## src/rtl/hazard_ctrl_pkg.sv

```systemverilog
// Shared RV32I pipeline types: stall causes, hazard FSM states and register index type.
package rv32i_types;

  typedef logic [4:0] rv32i_reg;

  typedef enum logic [2:0] {
    no_stall        = 3'd0,
    read_after_load = 3'd1,
    mem_delay_stall = 3'd2,
    imem_stall      = 3'd3,
    br_flush        = 3'd4
  } stall_cause_t;

  typedef enum logic [0:0] {
    RUN        = 1'b0,
    FLUSH_WAIT = 1'b1
  } hazard_state_t;

endpackage

```

## src/rtl/sat_counter.sv

```systemverilog
// Saturating up-counter with synchronous reset and clear; clear overrides increment.
module sat_counter #(
  parameter int unsigned WIDTH = 32
) (
  input  logic             clk,
  input  logic             rst,
  input  logic             clr,
  input  logic             inc,
  output logic [WIDTH-1:0] count
);

  logic [WIDTH-1:0] count_q, count_d;

  always_comb begin
    count_d = count_q;
    if (clr) begin
      count_d = '0;
    end else if (inc && (count_q != '1)) begin
      count_d = count_q + WIDTH'(1);
    end
  end

  always_ff @(posedge clk) begin
    if (rst) begin
      count_q <= '0;
    end else begin
      count_q <= count_d;
    end
  end

  assign count = count_q;

endmodule

```

## src/rtl/hazard_ctrl.sv

```systemverilog
// Pipeline hazard controller: per-stage enable/flush, stall cause and performance counters.
module hazard_ctrl
  import rv32i_types::*;
#(
  parameter int unsigned NUM_STAGES = 5,
  parameter int unsigned BR_STAGE   = 2,
  parameter int unsigned MEM_STAGE  = 3,
  parameter int unsigned CNT_W      = 32
) (
  input  logic                  clk,
  input  logic                  rst,
  input  logic                  if_mem_busy,
  input  logic                  d_mem_busy,
  input  logic [4:0]            id_rs1,
  input  logic [4:0]            id_rs2,
  input  logic                  id_uses_rs1,
  input  logic                  id_uses_rs2,
  input  logic [4:0]            ex_rd,
  input  logic                  ex_valid,
  input  logic                  ex_mem_read,
  input  logic                  br_taken,
  input  logic                  wb_valid,
  input  logic                  cnt_clr,
  output logic [NUM_STAGES-1:0] stage_en,
  output logic [NUM_STAGES-1:0] stage_flush,
  output logic [2:0]            stall_cause,
  output logic [CNT_W-1:0]      cnt_cycles,
  output logic [CNT_W-1:0]      cnt_retired,
  output logic [CNT_W-1:0]      cnt_load_use,
  output logic [CNT_W-1:0]      cnt_dmem,
  output logic [CNT_W-1:0]      cnt_flush
);

  localparam logic [NUM_STAGES-1:0] One         = NUM_STAGES'(1);
  localparam logic [NUM_STAGES-1:0] HoldThruMem = (One << (MEM_STAGE + 1)) - One;
  localparam logic [NUM_STAGES-1:0] FlushPastMem = One << (MEM_STAGE + 1);
  localparam logic [NUM_STAGES-1:0] FlushToBr   = ((One << (BR_STAGE + 1)) - One) & ~One;
  localparam logic [NUM_STAGES-1:0] FetchHold   = One;
  localparam logic [NUM_STAGES-1:0] DecodeFlush = One << 1;
  localparam logic [NUM_STAGES-1:0] LuHold      = (One << 2) - One;
  localparam logic [NUM_STAGES-1:0] LuFlush     = One << 2;

  hazard_state_t state_q, state_d;
  stall_cause_t  cause;
  logic          load_use;
  logic          lu_acc;
  logic          br_acc;
  logic          rs1_hit, rs2_hit;

  assign rs1_hit  = id_uses_rs1 && (id_rs1 == ex_rd);
  assign rs2_hit  = id_uses_rs2 && (id_rs2 == ex_rd);
  assign load_use = ex_valid && ex_mem_read && (ex_rd != 5'd0) && (rs1_hit || rs2_hit);

  // Priority chain; a frozen branch during a data stall is re-presented once released.
  always_comb begin
    stage_en    = '1;
    stage_flush = '0;
    cause       = no_stall;
    state_d     = state_q;
    lu_acc      = 1'b0;
    br_acc      = 1'b0;
    if (rst) begin
      stage_en    = '0;
      stage_flush = '1;
      state_d     = RUN;
    end else if (d_mem_busy) begin
      stage_en    = ~HoldThruMem;
      stage_flush = FlushPastMem;
      cause       = mem_delay_stall;
    end else if (state_q == FLUSH_WAIT) begin
      // The late fetch response belongs to the wrong path and is dropped.
      stage_en    = ~FetchHold;
      stage_flush = DecodeFlush;
      cause       = br_flush;
      if (!if_mem_busy) begin
        state_d = RUN;
      end
    end else if (br_taken) begin
      stage_flush = FlushToBr;
      cause       = br_flush;
      br_acc      = 1'b1;
      if (if_mem_busy) begin
        state_d = FLUSH_WAIT;
      end
    end else if (load_use) begin
      stage_en    = ~LuHold;
      stage_flush = LuFlush;
      cause       = read_after_load;
      lu_acc      = 1'b1;
    end else if (if_mem_busy) begin
      stage_en    = ~FetchHold;
      stage_flush = DecodeFlush;
      cause       = imem_stall;
    end
  end

  assign stall_cause = cause;

  always_ff @(posedge clk) begin
    if (rst) begin
      state_q <= RUN;
    end else begin
      state_q <= state_d;
    end
  end

  sat_counter #(.WIDTH(CNT_W)) u_cnt_cycles (
    .clk   (clk),
    .rst   (rst),
    .clr   (cnt_clr),
    .inc   (1'b1),
    .count (cnt_cycles)
  );

  sat_counter #(.WIDTH(CNT_W)) u_cnt_retired (
    .clk   (clk),
    .rst   (rst),
    .clr   (cnt_clr),
    .inc   (wb_valid),
    .count (cnt_retired)
  );

  sat_counter #(.WIDTH(CNT_W)) u_cnt_load_use (
    .clk   (clk),
    .rst   (rst),
    .clr   (cnt_clr),
    .inc   (lu_acc),
    .count (cnt_load_use)
  );

  sat_counter #(.WIDTH(CNT_W)) u_cnt_dmem (
    .clk   (clk),
    .rst   (rst),
    .clr   (cnt_clr),
    .inc   (d_mem_busy),
    .count (cnt_dmem)
  );

  sat_counter #(.WIDTH(CNT_W)) u_cnt_flush (
    .clk   (clk),
    .rst   (rst),
    .clr   (cnt_clr),
    .inc   (br_acc),
    .count (cnt_flush)
  );

endmodule

```

## config.mk

```make
export PLATFORM = sky130hd
export DESIGN_NAME = hazard_ctrl
export DESIGN_NICKNAME = d
export VERILOG_FILES = /design/src/rtl/hazard_ctrl_pkg.sv /design/src/rtl/sat_counter.sv /design/src/rtl/hazard_ctrl.sv
export SDC_FILE = /design/constraint.sdc
export NUM_CORES = 1
export LEC_CHECK = 0
export BUFFER_PORTS_ARGS = -buffer_cell sky130_fd_sc_hd__buf_2
export CAP_MARGIN = 5
export CORE_MARGIN = 3
export CORE_UTILIZATION = 35
export DETAILED_ROUTE_END_ITERATION = 10
export HOLD_SLACK_MARGIN = 0.02
export REMOVE_ABC_BUFFERS = 1
export SKIP_LAST_GASP = 1
export SLEW_MARGIN = 20
export SYNTH_ARGS = -nofsm -noshare
export SYNTH_HDL_FRONTEND = slang
export SYNTH_SLANG_ARGS = --single-unit
```

## constraint.sdc

```tcl
create_clock -name clk -period 3.52 [get_ports clk]
set_clock_uncertainty 0.15 [all_clocks]
set_input_delay 0.528 -clock clk [delete_from_list [all_inputs] [get_ports clk]]
set_output_delay 0.528 -clock clk [all_outputs]
set_load 0.05 [all_outputs]
```

# --- Yosys cells after proc, flatten, opt, wreduce, memory -nomap -nowiden ---
# Cells that the tools add are included.
word_totals:
  ff_bits: 161
  inputBits: 26
  out_inout_bits: 173
  word_cells: 60
classes:
  addsub: 5
  n_eq_ne: 7
  n_mux: 30
  n_reduce_logical: 12
op_table:
  columns: ["operator", "n"]
  rows:
  - ["32-bit by 1-bit adder with 32-bit output (second input constant)", 5]
  - ["32-bit != test (second input constant)", 5]
  - ["3-bit 2-to-1 mux", 7]
  - ["5-bit 2-to-1 mux", 3]
  - ["1-bit 2-to-1 mux", 13]
  - ["2-bit 2-to-1 mux", 6]
  - ["5-bit equality test", 2]
  - ["1-bit logical AND", 9]
  - ["5-bit nonzero test", 1]
  - ["4-bit 2-to-1 mux", 1]
  - ["2-bit OR reduction", 1]
  - ["1-bit logical OR", 1]

# --- Depth between registers and ports, before layout ---
# Gate-level depths: netlist (run 1).
depth:
  depth_word: 10
  depth_mapped: 10
  mapped_depth_nobuf: 8

# --- Cells and area by module ---
# A second synthesis (run 1) with hierarchy kept.
unflattened:
  hier_cells: 1044
  hier_area_um2: 8489.4
modules_own_cells:
  columns: ["module", "instances", "cells_per_inst", "area_per_inst_um2"]
  rows:
  - ["sat_counter", 5, 198, 1620.3]
  - ["hazard_ctrl", 1, 54, 387.9]

# --- Worst setup path before layout (run 1) ---
# OpenSTA, ideal clock, no wires.
synth_path:
  path_kind: "input -> output"
  from: "input port rst"
  to: "output port stall_cause[0]"
  arrival_time_ns: 2.913
  slack_ns: -0.071
  stages: 6
  cell_sequence: "buf_6 > inv_1 > nand2_1 > inv_1 > nand2_1 > a21oi_1"
synth_between:
  elab_chain_cells: 1
synth_lines:
  columns: ["element", "line", "text"]
  rows:
  - ["start, declared", "hazard_ctrl.sv:11", "input logic rst,"]
  - ["3-bit 2-to-1 mux", "hazard_ctrl.sv:62", "if (rst) begin"]
  - ["end, declared", "hazard_ctrl.sv:26", "output logic [2:0] stall_cause,"]
# No other way between the ends.

# --- Worst setup path after layout (run 1) ---
layout_path:
  from: "input port ex_rd[0]"
  to: "output port stage_flush[1]"
layout_between:
  elab_chain_cells: 9
layout_lines:
  columns: ["element", "line", "text"]
  rows:
  - ["start, declared", "hazard_ctrl.sv:18", "input logic [4:0] ex_rd,"]
  - ["5-bit equality test (on tied branches)", "hazard_ctrl.sv:50, hazard_ctrl.sv:51", null]
  - ["1-bit logical AND (on tied branches)", "hazard_ctrl.sv:50, hazard_ctrl.sv:51", null]
  - ["1-bit logical OR", "hazard_ctrl.sv:52", "assign load_use = ex_valid && ex_mem_read && (ex_rd != 5'd0) && (rs1_hit || rs2_hit);"]
  - ["1-bit logical AND *", "hazard_ctrl.sv:52", null]
  - ["3-bit 2-to-1 mux *", "hazard_ctrl.sv:85", "end else if (load_use) begin"]
  - ["3-bit 2-to-1 mux *", "hazard_ctrl.sv:78", "end else if (br_taken) begin"]
  - ["3-bit 2-to-1 mux *", "hazard_ctrl.sv:70", "end else if (state_q == FLUSH_WAIT) begin"]
  - ["5-bit 2-to-1 mux *", "hazard_ctrl.sv:66", "end else if (d_mem_busy) begin"]
  - ["5-bit 2-to-1 mux *", "hazard_ctrl.sv:62", null]
  - ["end, declared", "hazard_ctrl.sv:25", "output logic [NUM_STAGES-1:0] stage_flush,"]
# Mark *: on every way between the ends. The rest lies on a longest branch, timed or not.

==> results of run 1 <==
-- worst max-delay path by stage --
stage,from,endpoint,slack [ns],cells past startpoint
6_report,ex_rd[0],stage_flush[1],0.39,7
5_1_grt,ex_rd[0],stage_flush[1],0.30,7
4_1_cts,ex_rd[0],stage_flush[1],0.42,7
3_5_place_dp,ex_rd[0],stage_flush[1],0.43,7
3_3_place_gp,ex_rd[0],stage_flush[1],0.39,7
2_1_floorplan,rst,stall_cause[0],-0.27,5
-- sequential cells by signal, summed over array words and instances (netlist names) --
signal and cells:
u_cnt_cycles.count 32, u_cnt_dmem.count 32, u_cnt_flush.count 32, u_cnt_load_use.count 32, u_cnt_retired.count 32, state_q 1
-- cell type report --
class,count,area share
clock buffer,21,0.0474
tap,280,0.0361
timing repair buffer,210,0.113
inverter,19,0.00735
clock inverter,9,0.0137
multi-input combinational,744,0.451
sequential,161,0.332
-- kinds of logic (layout without fill, tap and decap cells) --
family,count (synthesis),in the layout
flip-flops,161,161
AO/OA/AOI/OAI,140,140
multiplexers,4,4
buffers and inverters,52,259
adder cells (fa/ha/maj),5,5
AND/OR/NAND/NOR,491,491
XOR/XNOR,104,104
-- routing by layer --
layer,GRT usage,up-vias
li1,-,3821
met2,0.272,217
met5,0,-
met1,0.241,3490
met3,0.0540,17
met4,0.0488,0
-- through the flow --
stage | setup WS (ns) | setup TNS, ns
global placement | 0.393 | 0
global route | 0.296 | 0
floorplan | -0.267 | -2.12
CTS | 0.417 | 0
finish | 0.385 | 0
detailed placement | 0.427 | 0
-- critical path, delay by kind of cell --
| family | cells | cell delay [ns] |
|---|---|---|
| AOI/OAI and AO/OA | 3 | 0.87 |
| buffers and inverters | 2 | 0.50 |
| and+or+nand+nor | 2 | 0.56 |
-- synth_stat cells (21+ instances only) --
cell type / n / area, um2
a21oi_1: 60 / 300
and3_1: 21 / 131
clkbuf_1: 24 / 90.1
dfxtp_1: 161 / 3220
nand2_1: 77 / 289
nand3_1: 66 / 330
nand4_1: 48 / 300
nor2_1: 129 / 484
nor3_1: 31 / 155
o21ai_0: 50 / 250
or3_1: 51 / 319
xnor2_1: 52 / 455
xor2_1: 52 / 455
-- power breakdown --
group / switching, W / leakage [nW] / internal, W
registers: 0.00000454 / 1.30 / 0.00183
logic: 0.000119 / 2.08 / 0.0000452
clock network: 0.000745 / 0.285 / 0.00115
total: 0.000868 / 3.66 / 0.00302
==> impl_metrics.py, run 1 <==
metrics = {
    "run_status": {
        "outcome": "finished clean",
    },
    "worst_setup_path": {
        "crit_slowest_cell": "o311a_1",
        "crit_required_ns": 2.84,
        "crit_path_frequent_cell": "buf_2",
        "crit_type": "in2out",
        "r2r_cells": 6,
        "r2r_slack_ns": 0.94,
        "end_kind": "output port",
        "path_cells": "buf_2 > or3_1 > o311a_1 > nand2_1 > a21boi_0 > o21ai_0 > buf_2",
        "crit_path_max_incr_delay_ns": 0.39,
        "regToRegEndpoint": "u_cnt_cycles.count[28]",
        "cp.arrival_ns": 2.46,
        "rr_startpoint": "u_cnt_cycles.count[19]",
        "cp_max_fo": 5,
        "startpoint_type": "primary input",
    },
    "yosys": {
        "yosysWarnings": 0,
        "synth_compound_area_frac": 0.104,
        "ys_async_sr_fraction": 0,
        "ys_ff_latch": 161,
        "yosysUniqueCellTypes": 54,
        "syn_area_mm2": 0.00781,
        "syn_avg_cell_area_um2": 8.16,
        "postSynthCellCount": 957,
        "synth-edff-count": 0,
        "synth.area.mux_share": 0.00512,
        "synthFlopType": "dfxtp_1",
        "synth_simple_gate_area_frac": 0.326,
        "synth-xor-area-share": 0.117,
        "synth_top_family_by_area": "simple AND/OR/NAND/NOR gates",
        "synth_fa_ha_area_frac": 0.00801,
        "seq_area_frac_synth": 0.413,
    },
    "grt": {
        "antenna_found_initial": 0,
        "grt_pass1_vias": 6872,
        "grt_overflow": 0,
        "grtUsageTotal": 0.177,
        "grt_pass1_wl_um": 35300,
        "grt_max_degree": 77,
    },
    "clocking": {
        "postCtsSetupRepairBufs": 0,
        "cts_sinks": 161,
        "cts_root_buf": "clkbuf_16",
        "cts_hold_buf": 0,
        "path_clk_slew_ns": 0.06,
        "clock_latency_ns": 0.42,
        "cts_tree": "done",
        "htree_num_levels": 4,
        "cts-resized-gates": 0,
        "cts-buffers-inserted": 17,
        "clk_path_buf_depth": 2,
    },
    "route": {
        "wl_met2_um": 9520,
        "dr.first_iter.drc_count": 318,
        "viasPerCell": 5.23,
        "drt-total-wl_um": 21700,
        "met1_length_um": 10300,
        "drtAntennaViolNets": 0,
        "wl_per_cell_um": 15.0,
        "met3WireLength_um": 1580,
        "num_vias": 7545,
        "firstDrtPassIters": 5,
        "highest_layer": "met4",
        "post-route-drc-count": 0,
    },
    "final_layout": {
        "final_cell_mix": "buf_2, dfxtp_1, nor2_1",
        "post-route-util": 0.443,
        "diodes": 0,
        "fin_cells": 1444,
        "drive_gt1_frac": 0.217,
        "area_growth_pct": 24.2,
        "layout_commonest_cell": "buf_2",
        "nets": 1184,
        "seqCellArea_mm2": 0.00322,
        "final_area_mm2": 0.00971,
        "nFillCells": 2189,
        "multi_input_area_mm2": 0.00438,
    },
    "power": {
        "power_density_mw_per_mm2": 400,
        "ir_drop_v": 0.000257,
        "p_leak_nw": 3.66,
        "total_power_w": 0.00389,
    },
    "hold_path": {
        "hold_class": "in2reg",
        "min-delay-start": "cnt_clr",
        "hold_depth": 3,
        "holdPathEnd": "u_cnt_load_use.count[24]",
    },
    "die": {
        "die_h_um": 155,
        "num_rows": 54,
        "die-area_mm2": 0.0242,
        "top_level_ports": 199,
        "start_util": 0.357,
        "fp.dieW_um": 155,
        "core_mm2": 0.0219,
    },
    "place": {
        "place_congestion": 0.803,
        "dpl_cell_area_mm2": 0.00911,
        "dp_cells": 1414,
        "port_buffers": 198,
        "hpwl_um": 16000,
    },
    "timing": {
        "hold_slack_ns": 0.308,
        "maxSlewViolCount": 0,
        "fin_crit_sh": 0.891,
        "setup_viol_count_final": 0,
        "hold_violations": 0,
        "fin_crit_ns": 3.13,
        "max-slew-margin-rel": 0.370,
        "tightest_slew_ns": 0.936,
        "fmax_mhz": 319,
        "rsz0062_at_grt": "false",
    },
    "run": {
        "maxCapViolCount": 0,
    },
}
Power figures use the tool's default switching activity.
==> inputs of run 2 (changes only) <==
--- a/config.mk
+++ b/config.mk
@@ -14,2 +14,3 @@
 export REMOVE_ABC_BUFFERS = 1
+export SETUP_SLACK_MARGIN = 0.5
 export SKIP_LAST_GASP = 1
==> constraint.sdc (replaced) <==
create_clock -name clk -period 3.52 [get_ports clk]
set_clock_uncertainty 0.15 [all_clocks]
set_input_delay 0.352 -clock clk [delete_from_list [all_inputs] [get_ports clk]]
set_output_delay 0.352 -clock clk [all_outputs]
set_load 0.05 [all_outputs]
==> run 2 against run 1 <==
  * Cell count decreased by 0.14%
  * Clock-buffer cell count decreased by 1
  * Worst hold slack got worse by 0.22 ns
  * Largest power group is now sequential cells
  * Non-clock buffer count down 7
  * Core utilization is 0.37 points lower
  * Critical path type is now reg2reg
  * Design area fell by 0.82%
  * Clock power fell by 5%
  * Sequential power hardly changed
  * Critical endpoint is now u_cnt_load_use.count[3]
  * Worst setup slack improved by 0.48 ns
  * Largest cell class unchanged
  * Maximum frequency up 18%
==> impl_metrics.py, run 2 (synthesis gave the netlist of run 1 again) <==
metrics = {
    "power": {
        "p_switching_w": 0.000904,
        "pwr-share-clk": 0.475,
        "power_density_mw_per_mm2": 393,
        "ir_drop_v": 0.000289,
        "p_leak_nw": 3.61,
        "intPower_w": 0.00288,
        "p_seq_frac": 0.484,
        "switching_share": 0.239,
        "p_comb_frac": 0.042,
    },
    "worst_setup_path": {
        "r2r_slack_ns": 0.87,
        "regToRegEndpoint": "u_cnt_load_use.count[3]",
        "cp.arrival_ns": 2.84,
        "r2r_cells": 7,
        "crit_path_frequent_cell": "nand3_1",
        "path_cells": "ha_1 > nand3_1 > nor4_2 > nand3_1 > nand3_1 > o21ai_0 > a21oi_1",
        "crit_required_ns": 3.71,
        "cp_max_fo": 19,
        "startpoint_type": "flip-flop",
        "end_kind": "flip-flop",
        "critPathTopFamily": "simple AND/OR/NAND/NOR gates",
        "crit_path_max_incr_delay_ns": 0.54,
        "crit_slowest_cell": "nor4_2",
        "critPathBufInv": 0,
        "rr_startpoint": "u_cnt_load_use.count[0]",
        "crit_type": "reg2reg",
    },
    "final_layout": {
        "final_cell_mix": "buf_2, dfxtp_1, nor2_1",
        "layout_commonest_cell": "buf_2",
        "fin_cells": 1442,
        "drive_gt1_frac": 0.216,
        "area_growth_pct": 23.2,
        "nets": 1177,
        "final_area_mm2": 0.00963,
        "nFillCells": 2259,
    },
    "die": {
        "die-area_mm2": 0.0242,
        "die_h_um": 155,
        "start_util": 0.357,
        "core_mm2": 0.0219,
        "top_level_ports": 199,
        "fp.dieW_um": 155,
        "num_rows": 54,
    },
    "clocking": {
        "clock_latency_ns": 0.42,
        "cts-buffers-inserted": 17,
        "cts_tree": "done",
        "cts_hold_buf": 0,
        "htree_num_levels": 4,
        "path_clk_slew_ns": 0.06,
        "clk_path_buf_depth": 2,
        "cts_sinks": 161,
        "cts_root_buf": "clkbuf_16",
    },
    "grt": {
        "grtUsageTotal": 0.176,
        "antenna_found_initial": 4,
        "grt_max_degree": 72,
        "grt_overflow": 0,
        "grt_pass1_vias": 6888,
        "grt_pass1_wl_um": 35100,
    },
    "hold_path": {
        "hold_class": "in2reg",
        "min-delay-start": "rst",
        "holdPathEnd": "state_q",
        "hold_depth": 2,
    },
    "timing": {
        "rsz0062_at_grt": "false",
        "fin_crit_ns": 2.65,
        "hold_violations": 0,
        "max-slew-margin-rel": 0.270,
        "setup_viol_count_final": 0,
        "fmax_mhz": 377,
        "fin_crit_sh": 0.753,
        "maxSlewViolCount": 0,
        "tightest_slew_ns": 1.09,
    },
    "route": {
        "highest_layer": "met5",
        "dr.first_iter.drc_count": 304,
        "firstDrtPassIters": 4,
        "wl_per_cell_um": 15.1,
        "met3WireLength_um": 1570,
        "num_vias": 7478,
        "viasPerCell": 5.19,
        "post-route-drc-count": 0,
        "wl_met2_um": 9520,
        "drt-total-wl_um": 21800,
        "drtAntennaViolNets": 0,
        "met1_length_um": 10300,
    },
    "place": {
        "hpwl_um": 15800,
        "port_buffers": 198,
        "dpl_cell_area_mm2": 0.00905,
        "dp_cells": 1407,
        "place_congestion": 0.811,
    },
    "run_status": {
        "outcome": "finished clean",
    },
    "run": {
        "maxCapViolCount": 0,
    },
}
==> run 2: cell count changes in the layout (fill, tap and decap cells not counted) <==
cell	before	now
buf_12	1	0
inv_6	1	2
diode_2	0	3
o22ai_1	1	0
clkinvlp_4	2	3
clkinv_4	1	2
clkinv_2	2	4
bufinv_16	3	1
clkbuf_1	2	1
o22ai_2	0	1
buf_4	11	5
==> run 2: per-stage QoR <==
stage	power, W	hold slack (ns)	worst slack (ns)	TNS, ns	utilization
after floorplan	0.00196	0.275	-0.0225	-0.0356	-
after global placement	0.00203	0.326	0.463	0	0.413
after detailed placement	0.00203	0.338	0.388	0	0.413
after CTS	0.00384	0.0639	0.712	0	0.439
after global routing	0.00392	0.0844	0.636	0	0.440
final	0.00378	0.0879	0.870	0	0.440
==> run 2: worst max path at each step <==
| stage | depth (start not counted) | startpoint | slack, ns | to |
|---|---|---|---|---|
| 6_report | 7 | u_cnt_load_use.count[0] | 0.87 | u_cnt_load_use.count[3] |
| 5_1_grt | 7 | u_cnt_load_use.count[1] | 0.64 | u_cnt_load_use.count[30] |
| 4_1_cts | 7 | ex_rd[0] | 0.71 | stall_cause[0] |
| 3_5_place_dp | 7 | ex_rd[0] | 0.39 | u_cnt_load_use.count[11] |
| 3_3_place_gp | 7 | ex_rd[4] | 0.46 | u_cnt_load_use.count[9] |
| 2_1_floorplan | 8 | rst | -0.02 | u_cnt_load_use.count[22] |
==> run 2: timing repair <==
action                     CTS  global route
setup endpoints to repair    0             1
gates resized for setup      0             1
buffers inserted             0             0
==> run 2: power groups by stage <==
stage                     clock network (W)  registers (W)  logic (W)
final                               0.00179        0.00183   0.000158
after CTS                           0.00185        0.00183   0.000160
after detailed placement                  0        0.00187   0.000160
after global routing                0.00192        0.00183   0.000172
after floorplan                           0        0.00188  0.0000789
after global placement                    0        0.00187   0.000160
==> run 2: area by class of cell <==
| class | instances | area (um2) | share of cell area |
|---|---|---|---|
| Tap cell | 280 | 350 | 0.0364 |
| Clock buffer | 20 | 457 | 0.0474 |
| Timing Repair Buffer | 203 | 1030 | 0.107 |
| Sequential cell | 161 | 3220 | 0.335 |
| Clock inverter | 12 | 108 | 0.0112 |
| Inverter | 19 | 71.3 | 0.00741 |
| Antenna cell | 3 | 7.51 | 0.000780 |
| Multi-Input combinational cell | 744 | 4380 | 0.455 |
==> run 2: routing by layer <==
metal / GRT usage / vias to the layer above
met5: 0 / -
met4: 0.0625 / 2
met3: 0.0537 / 22
met2: 0.270 / 166
met1: 0.234 / 3481
li1: - / 3807
==> run 2: worst reg2reg max path: stages, from the launching register on <==
cell     delay (ns)
dfxtp_1        0.38
ha_1           0.27
nand3_1        0.17
nor4_2         0.54
nand3_1        0.17
nand3_1        0.53
o21ai_0        0.22
a21oi_1        0.16
==> inputs of run 3 (changes only) <==
clock period = 2.5 ns   (was 3.52 ns; I/O delays follow)
==> run 3 against run 2 <==
  * Non-clock buffer count is 127 higher
  * Via count is 10% higher
  * Die area stayed put
  * Largest cell class unchanged
  * Flip-flop and latch count stayed put
==> impl_metrics.py, run 3 (synthesis gave the netlist of run 1 again) <==
metrics = {
    "run_status": {
        "outcome": "finished clean",
    },
    "hold_path": {
        "hold_depth": 4,
        "hold_class": "in2reg",
        "min-delay-start": "wb_valid",
    },
    "route": {
        "dr.first_iter.drc_count": 395,
        "drtAntennaViolNets": 0,
        "wl_per_cell_um": 16.0,
        "drt-total-wl_um": 25100,
        "viasPerCell": 5.26,
        "num_vias": 8235,
        "firstDrtPassIters": 4,
        "post-route-drc-count": 0,
    },
    "timing": {
        "fin_crit_ns": 2.23,
        "hold_violations": 0,
        "setup_slack_ns": 0.266,
        "rsz0062_at_grt": "true",
        "fin_crit_sh": 0.894,
        "setup_viol_count_final": 0,
        "max-slew-margin-rel": 0.601,
        "tightest_slew_ns": 0.596,
        "fmax_mhz": 448,
        "maxSlewViolCount": 0,
    },
    "place": {
        "port_buffers": 198,
        "hpwl_um": 16200,
        "place_congestion": 0.820,
        "dp_cells": 1441,
        "pre_cts_ws_ns": -0.0637,
    },
    "worst_setup_path": {
        "crit_required_ns": 2.64,
        "crit_type": "reg2reg",
        "crit_path_max_incr_delay_ns": 0.55,
        "crit_cells": 6,
        "cp_max_fo": 7,
        "rr_startpoint": "state_q",
        "critPathBufInv": 0,
        "critPathTopFamily": "simple AND/OR/NAND/NOR gates",
        "startpoint_type": "flip-flop",
        "cp.arrival_ns": 2.37,
        "crit_slowest_cell": "or4b_4",
        "end_kind": "flip-flop",
        "r2r_cells": 6,
        "cp-startpoint": "state_q",
        "path_cells": "or4b_4 > or4_4 > a31oi_4 > nand4_1 > xor2_1 > nor2_1",
    },
    "clocking": {
        "cts_root_buf": "clkbuf_16",
        "clk_path_buf_depth": 2,
        "htree_num_levels": 4,
        "cts-buffers-inserted": 17,
        "path_clk_slew_ns": 0.07,
        "cts_sinks": 161,
        "clock_latency_ns": 0.42,
        "cts_tree": "done",
    },
    "grt": {
        "grtUsageTotal": 0.190,
        "grt_overflow": 0,
        "grt_pass1_vias": 7385,
        "antenna_found_initial": 1,
        "grt_pass1_wl_um": 38000,
        "grt_max_degree": 78,
    },
    "die": {
        "die_h_um": 155,
        "top_level_ports": 199,
        "start_util": 0.357,
        "core_mm2": 0.0219,
        "num_rows": 54,
        "fp.dieW_um": 155,
        "die-area_mm2": 0.0242,
    },
    "final_layout": {
        "drive_gt1_frac": 0.442,
        "area_growth_pct": 53.0,
        "layout_commonest_cell": "buf_2",
        "post-route-util": 0.546,
        "fin_cells": 1566,
        "nets": 1304,
        "diodes": 0,
        "final_cell_mix": "buf_2, nor2_1, buf_4",
    },
    "power": {
        "ir_drop_v": 0.000395,
        "p_leak_nw": 4.74,
        "power_density_mw_per_mm2": 463,
    },
    "run": {
        "maxCapViolCount": 0,
    },
}
run 3: changes by cell type in the layout (fill, tap and decap cells not counted), moves of 24 or more:
cell	change
buf_4	+100
buf_6	+27
dfxtp_1	-68
dfxtp_2	+44
dfxtp_4	+24
run 3: layout make-up:
class	instances	area, um2
Fill cell	2042	9930
Timing Repair Buffer	330	2270
Clock buffer	22	474
Multi-Input combinational cell	744	5300
Clock inverter	10	126
Inverter	19	71.3
Tap cell	280	350
Sequential cell	161	3370
run 3: through the flow:
| stage | cell area, um2 | setup TNS, ns | power, W | hold slack (ns) |
|---|---|---|---|---|
| floorplan | 7670 | -26.28 | 0.00276 | 0.173 |
| finish | 12000 | 0 | 0.00553 | 0.130 |
| global placement | 9350 | -0.0718 | 0.00287 | 0.328 |
| CTS | 10900 | 0 | 0.00560 | 0.171 |
| global route | 12000 | 0 | 0.00573 | 0.137 |
| detailed placement | 9350 | -0.126 | 0.00287 | 0.341 |
run 3: worst paths after layout:
kind	to	slack, ns
hold / removal	u_cnt_retired.count[19]	0.13
setup / recovery	u_cnt_flush.count[13]	0.27
hold reg to reg	u_cnt_load_use.count[18]	0.35
setup reg to reg	u_cnt_flush.count[13]	0.27
run 3: power by group:
part | total (W) | switching (W) | internal (W)
clock | 0.00267 | 0.00110 | 0.00157
combinational | 0.000319 | 0.000199 | 0.000119
sequential | 0.00255 | 0.00000577 | 0.00254
total | 0.00553 | 0.00131 | 0.00423
run 3: repair_timing:
| action | 4_1_cts | 5_1_grt |
|---|---|---|
| hold endpoints to repair | 3 | 0 |
| resized for setup | 140 | 187 |
| hold buffers | 3 | 0 |
| setup buffers | 42 | 42 |
| endpoints found under the setup margin | 143 | 151 |
| pin swaps | 55 | 117 |
| cloned | 0 | 6 |
run 3: worst min-delay path, cell delays in order:
cell and delay, ns:
buf_2 0.16, o2111ai_4 0.10, xnor2_1 0.07, nor2_1 0.08
run 3: metal layers:
metal / GRT usage / wire (um) / part of all wire / vias up
met3: 0.0529 / 1770 / 0.071 / 29
met1: 0.253 / 11100 / 0.44 / 3920
li1: - / - / - / 4053
met4: 0.0617 / 444 / 0.018 / 2
met2: 0.299 / 11800 / 0.47 / 231
met5: 0 / 20 / 0.00080 / -
